==> src/rtl/axis_pkt_arbiter.sv <==
`default_nettype none
// ============================================================================
// axis_pkt_arbiter : packet-granular round-robin arbiter onto one AXI-Stream sink
// Rev 1.0 - initial release
// ============================================================================
module axis_pkt_arbiter #(
   parameter int NUM_SRC   = 2,
   parameter int WIDTH     = 32,
   parameter int MAX_BEATS = 256,
   parameter int IDXW      = $clog2(NUM_SRC)
) (
   input  logic                     clk,
   input  logic                     rst,
   input  logic                     enable,
   input  logic                     err_clr,
   input  logic [NUM_SRC-1:0]       s_axis_tvalid,
   input  logic [NUM_SRC*WIDTH-1:0] s_axis_tdata,
   input  logic [NUM_SRC-1:0]       s_axis_tlast,
   output logic [NUM_SRC-1:0]       s_axis_tready,
   output logic                     m_axis_tvalid,
   output logic [WIDTH-1:0]         m_axis_tdata,
   output logic                     m_axis_tlast,
   input  logic                     m_axis_tready,
   output logic                     busy,
   output logic [IDXW-1:0]          grant_idx,
   output logic [31:0]              pkt_count,
   output logic                     trunc_err
);

   localparam int                C_CNTW      = $clog2(MAX_BEATS + 1);
   localparam logic [C_CNTW-1:0] C_LAST_BEAT = C_CNTW'(MAX_BEATS - 1);
   localparam logic [IDXW-1:0]   C_LAST_SRC  = IDXW'(NUM_SRC - 1);

   typedef enum logic [0:0] {
      ST_IDLE = 1'b0,
      ST_XFER = 1'b1
   } state_t;

   state_t                 r_state;
   state_t                 w_state_nxt;
   logic [IDXW-1:0]        r_rr_ptr;
   logic [IDXW-1:0]        r_grant_idx;
   logic [C_CNTW-1:0]      r_beat_cnt;
   logic [31:0]            r_pkt_count;
   logic                   r_trunc_err;

   logic [2*NUM_SRC-1:0]   w_rot_full;
   logic [NUM_SRC-1:0]     w_rot;
   logic [IDXW-1:0]        w_sel_idx;
   logic                   w_sel_found;
   logic                   w_grant_now;
   logic                   w_src_last;
   logic                   w_accept;
   logic                   w_pkt_end;
   logic                   w_trunc;

   // Rotate requests so bit 0 is the source at rr_ptr; lowest set bit wins.
   assign w_rot_full = {s_axis_tvalid, s_axis_tvalid} >> r_rr_ptr;
   assign w_rot      = w_rot_full[NUM_SRC-1:0];

   always_comb begin
      w_sel_found = 1'b0;
      w_sel_idx   = r_rr_ptr;
      for (int k = NUM_SRC - 1; k >= 0; k--) begin
         if (w_rot[k]) begin
            w_sel_found = 1'b1;
            if (int'(r_rr_ptr) + k >= NUM_SRC)
               w_sel_idx = IDXW'(int'(r_rr_ptr) + k - NUM_SRC);
            else
               w_sel_idx = IDXW'(int'(r_rr_ptr) + k);
         end
      end
   end

   assign w_grant_now = (r_state == ST_IDLE) && enable && w_sel_found;

   always_comb begin
      m_axis_tvalid = 1'b0;
      m_axis_tdata  = '0;
      w_src_last    = 1'b0;
      s_axis_tready = '0;
      if (r_state == ST_XFER) begin
         for (int i = 0; i < NUM_SRC; i++) begin
            if (r_grant_idx == IDXW'(i)) begin
               m_axis_tvalid    = s_axis_tvalid[i];
               m_axis_tdata     = s_axis_tdata[i*WIDTH +: WIDTH];
               w_src_last       = s_axis_tlast[i];
               s_axis_tready[i] = m_axis_tready;
            end
         end
      end
   end

   // Forced tlast at the beat limit turns an over-long packet into two.
   assign m_axis_tlast = (r_state == ST_XFER) && (w_src_last || (r_beat_cnt == C_LAST_BEAT));
   assign w_accept     = m_axis_tvalid && m_axis_tready;
   assign w_pkt_end    = w_accept && m_axis_tlast;
   assign w_trunc      = w_pkt_end && !w_src_last;

   always_comb begin
      w_state_nxt = r_state;
      case (r_state)
         ST_IDLE: if (w_grant_now) w_state_nxt = ST_XFER;
         ST_XFER: if (w_pkt_end)   w_state_nxt = ST_IDLE;
         default: w_state_nxt = ST_IDLE;
      endcase
   end

   always_ff @(posedge clk) begin
      if (rst) r_state <= ST_IDLE;
      else     r_state <= w_state_nxt;
   end

   always_ff @(posedge clk) begin
      if (rst) begin
         r_rr_ptr    <= '0;
         r_grant_idx <= '0;
         r_beat_cnt  <= '0;
         r_pkt_count <= '0;
         r_trunc_err <= 1'b0;
      end else begin
         if (w_grant_now) begin
            r_grant_idx <= w_sel_idx;
            r_beat_cnt  <= '0;
         end else if (w_accept) begin
            r_beat_cnt  <= r_beat_cnt + 1'b1;
         end
         if (w_pkt_end) begin
            r_rr_ptr    <= (r_grant_idx == C_LAST_SRC) ? '0 : r_grant_idx + 1'b1;
            r_pkt_count <= r_pkt_count + 32'd1;
         end
         // A new truncation takes priority over a simultaneous clear.
         if (w_trunc)      r_trunc_err <= 1'b1;
         else if (err_clr) r_trunc_err <= 1'b0;
      end
   end

   assign busy      = (r_state == ST_XFER);
   assign grant_idx = r_grant_idx;
   assign pkt_count = r_pkt_count;
   assign trunc_err = r_trunc_err;

endmodule
`default_nettype wire

==> config.mk <==
export PLATFORM = sky130hd
export DESIGN_NAME = axis_pkt_arbiter
export DESIGN_NICKNAME = d
export VERILOG_FILES = /design/src/rtl/axis_pkt_arbiter.sv
export SDC_FILE = /design/constraint.sdc
export NUM_CORES = 1
export LEC_CHECK = 0
export ABC_AREA = 1
export BUFFER_PORTS_ARGS = -buffer_cell sky130_fd_sc_hd__buf_4
export CORE_MARGIN = 10
export CORE_UTILIZATION = 51
export DETAILED_ROUTE_END_ITERATION = 8
export GPL_ROUTABILITY_DRIVEN = 0
export PLACE_DENSITY = 0.9
export SLEW_MARGIN = 20
export SYNTH_ARGS = -nofsm -noshare
export SYNTH_HDL_FRONTEND = slang
export SYNTH_SLANG_ARGS = --single-unit
==> constraint.sdc <==
create_clock -name clk -period 2.75 [get_ports clk]
set_input_delay 0.55 -clock clk [delete_from_list [all_inputs] [get_ports clk]]
set_output_delay 0.55 -clock clk [all_outputs]
set_load 0.01 [all_outputs]
==> results.toml <==
[run_status]
run_status = "finished clean"

[synth]
postSynthAreaPerCell_um2 = 6.23
postSynthNetCount = 571
synth_most_common_cell = "sky130_fd_sc_hd__nor2_1"
ys_ff_latch = 45
synth_async_sr_flop_share_pct = 0
yosys-top-cells-area = "sky130_fd_sc_hd__dfxtp_1 29%, sky130_fd_sc_hd__nor2_1 15%, sky130_fd_sc_hd__nand2_1 12%"
post_synth_inst_count = 495
syn-cell-area_um2 = 3080
synth_largest_type_area_fraction_pct = 29.2
synth_cell_types = 37
ys.warnings.count = 0
postSynth.topFlopCell = "sky130_fd_sc_hd__dfxtp_1"
seq_area_frac_synth_pct = 29.2
number_of_enable_type_register_cells_in_the_synthesized_netlist = 0
synth.largest_area_cell = "sky130_fd_sc_hd__dfxtp_1"
synth_commonest_cells = "125 x sky130_fd_sc_hd__nor2_1, 100 x sky130_fd_sc_hd__nand2_1, 45 x sky130_fd_sc_hd__dfxtp_1"

[final_layout]
layout.cell_area.non_filler_um2 = 4280
flow.area_growth_from_synthesis_pct = 38.8
antennaDiodeCount = 0
fraction_of_layout_instances_using_a_drive_strength_above_1_pct = 30.2
utilization_pct = 72.7
final_nets = 705

[detailed_routing]
drt_iter0_drc = 244
via_per_inst = 5.21
detailedRoute.firstPassIterationCount = 7
num_vias = 3671
wl_um = 10800
number_of_remaining_drc_errors = 0
wl_per_cell_um = 15.3
postRouteAntennaNets = 0

[job]
max_capacitance_violation_count = 0

[worst_setup_path]
critPathMaxFanout = 22
startpoint_class = "flop"
largest_stage_delay_on_the_critical_path_ns = 0.70
timing_worst_setup_path_type = "reg2out"
crit_slowest_cell = "sky130_fd_sc_hd__dfxtp_1"
cp_data_arrival_time_ns = 1.79
timing.critical_path.mode_cell = "sky130_fd_sc_hd__buf_4"
critical-path-top-delay-family = "flip-flops"
worst-path-buf-inv = 2
worst_ep_required_time_ns = 2.20
crit_chain = "buf_4, o21ai_0, nor2_1, buf_4"
crit_end_category = "primary output"

[floorplan]
die_width_um = 97.7
die_outline_area_um2 = 9550
coreArea_um2 = 5890
die-height_um = 97.7
io_pins = 144
placement_rows = 28
floorplan.initialDensity_pct = 52.4

[global_routing]
overflow_after_grt = 0
antenna_found_initial = 0
grt_use_met3_pct = 3.66
grt_pass1_wl_um = 17000
gr-max-usage-layer = "met2"
grt_pass1_vias = 3382
grtUsageTotal_pct = 20.8
maximum_number_of_pins_on_one_net_before_global_route_repair = 39
use_met1_pct = 25.1
grt_use_met2_pct = 37.0

[clocking]
ctsHtreeMaxLevel = 2
clock_latency_ns = 0.30
cts_root_buffer = "sky130_fd_sc_hd__clkbuf_8"
tritoncts = "built"
clk_pin_slew_worst_paths_ns = 0.08
cts-hold-fix-buffers = 0
postCtsResizedCells = 0
cts.repair_timing.setup_buffer_count = 0
cts.path.max_buffers = 2
cts_made_buffers = 5
cts_num_sinks = 45

[timing]
final_hold_viol_count = 0
fin_ws_ns = 0.414
finClkSkew_ns = 0.00900
timing.setup.tns_ns = 0
unrepaired_setup_endpoints_after_global_routing = "no"
setup_viol_count_final = 0
slew_violations = 0
fmax_mhz = 428
slew_headroom_pct = 49.5
period_utilisation_layout_pct = 84.9
transition_time_at_the_pin_with_the_least_slew_margin_ns = 0.756
final_period_minus_worst_setup_slack_ns = 2.34

[placed_design]
total_placed_instance_area_um2 = 4160
place.port_buffers = 143
detailedPlacementHpwl_um = 8480
place_worst_setup_slack_ns = 0.722

[power_and_ir_drop]
power_leakage_nw = 2.05
ir_drop_mv = 0.305
total_power_mw = 1.46
power.density_cell_area_nw_per_um2 = 342

[worst_hold_path]
holdCritPathClass = "reg2reg"
[flip-flops by register name (all words and copies together) (netlist names)]
register	count
r_beat_cnt	9
r_rr_ptr	1
busy	1
grant_idx	1
trunc_err	1
pkt_count	32
[kinds of logic after synthesis]
family | count (synthesis) | share of synthesized area [%]
simple gates | 302 | 45.5
compound gates | 73 | 12.7
buf+inv | 66 | 9.58
flops | 45 | 29.2
xor+xnor | 6 | 1.71
fa+ha+maj | 3 | 1.22
[placed cells by master (no fill, tap or decap), types with 2 or more instances in the layout]
| cell type | n |
|---|---|
| sky130_fd_sc_hd__inv_1 | 44 |
| sky130_fd_sc_hd__buf_4 | 146 |
| sky130_fd_sc_hd__nand2_1 | 100 |
| sky130_fd_sc_hd__inv_2 | 2 |
| sky130_fd_sc_hd__nor2_4 | 6 |
| sky130_fd_sc_hd__a21oi_1 | 25 |
| sky130_fd_sc_hd__xnor2_1 | 3 |
| sky130_fd_sc_hd__xor2_1 | 3 |
| sky130_fd_sc_hd__o21ai_0 | 40 |
| sky130_fd_sc_hd__nor3_1 | 5 |
| sky130_fd_sc_hd__dfxtp_1 | 45 |
| sky130_fd_sc_hd__ha_1 | 3 |
| sky130_fd_sc_hd__o21bai_2 | 2 |
| sky130_fd_sc_hd__nand3_1 | 31 |
| sky130_fd_sc_hd__nor2_2 | 6 |
| sky130_fd_sc_hd__nand2_4 | 4 |
| sky130_fd_sc_hd__clkbuf_8 | 6 |
| sky130_fd_sc_hd__nor2_8 | 2 |
| sky130_fd_sc_hd__nand4_1 | 10 |
| sky130_fd_sc_hd__nor2_1 | 125 |
| sky130_fd_sc_hd__nand2_2 | 7 |
[routing by layer]
layer	vias to the layer above	share of wire (%)
met5	-	0
met4	0	1.3
met3	15	5.9
met2	139	51
met1	1675	42
li1	1842	-
[stage by stage]
stage                     cells  hold slack [ns]
after CTS                   705            0.465
after floorplan             495            0.428
after global routing        705            0.493
after detailed placement    697            0.453
final                       705            0.456
after global placement      697            0.437
[power by group]
| part | leakage [nW] | internal, mW | switching (mW) | total [mW] |
|---|---|---|---|---|
| Combinational | 1.63 | 0.137 | 0.135 | 0.272 |
| Clock | 0.0574 | 0.296 | 0.235 | 0.530 |
| Sequential | 0.363 | 0.654 | 0.00592 | 0.660 |
[final timing paths]
kind / depth (start not counted) / start / to / slack (ns)
setup / recovery: 4 / grant_idx / m_axis_tdata[0] / 0.41
hold / removal: 2 / r_beat_cnt[6] / r_beat_cnt[6] / 0.46
setup reg to reg: 9 / grant_idx / pkt_count[26] / 0.73
hold reg to reg: 2 / r_beat_cnt[6] / r_beat_cnt[6] / 0.46
[area by class of cell]
cell class	instances	area [um^2]
Inverter	47	181
Multi-Input combinational cell	384	1890
Clock inverter	2	37.5
Sequential cell	45	901
Fill cell	462	1610
Clock buffer	6	82.6
Timing Repair Buffer	146	1100
Tap cell	75	93.8
[worst reg2reg max path, stage by stage (launching register included)]
cell and delay [ns]:
sky130_fd_sc_hd__dfxtp_1 0.70, sky130_fd_sc_hd__inv_6 0.24, sky130_fd_sc_hd__nand2_8 0.13, sky130_fd_sc_hd__nand4_4 0.10
sky130_fd_sc_hd__nor2_2 0.12, sky130_fd_sc_hd__buf_4 0.34, sky130_fd_sc_hd__nand3_1 0.14, sky130_fd_sc_hd__nand2_1 0.08
sky130_fd_sc_hd__inv_1 0.04, sky130_fd_sc_hd__nor2_1 0.09
Note: power is estimated with default switching activity, not from simulation.
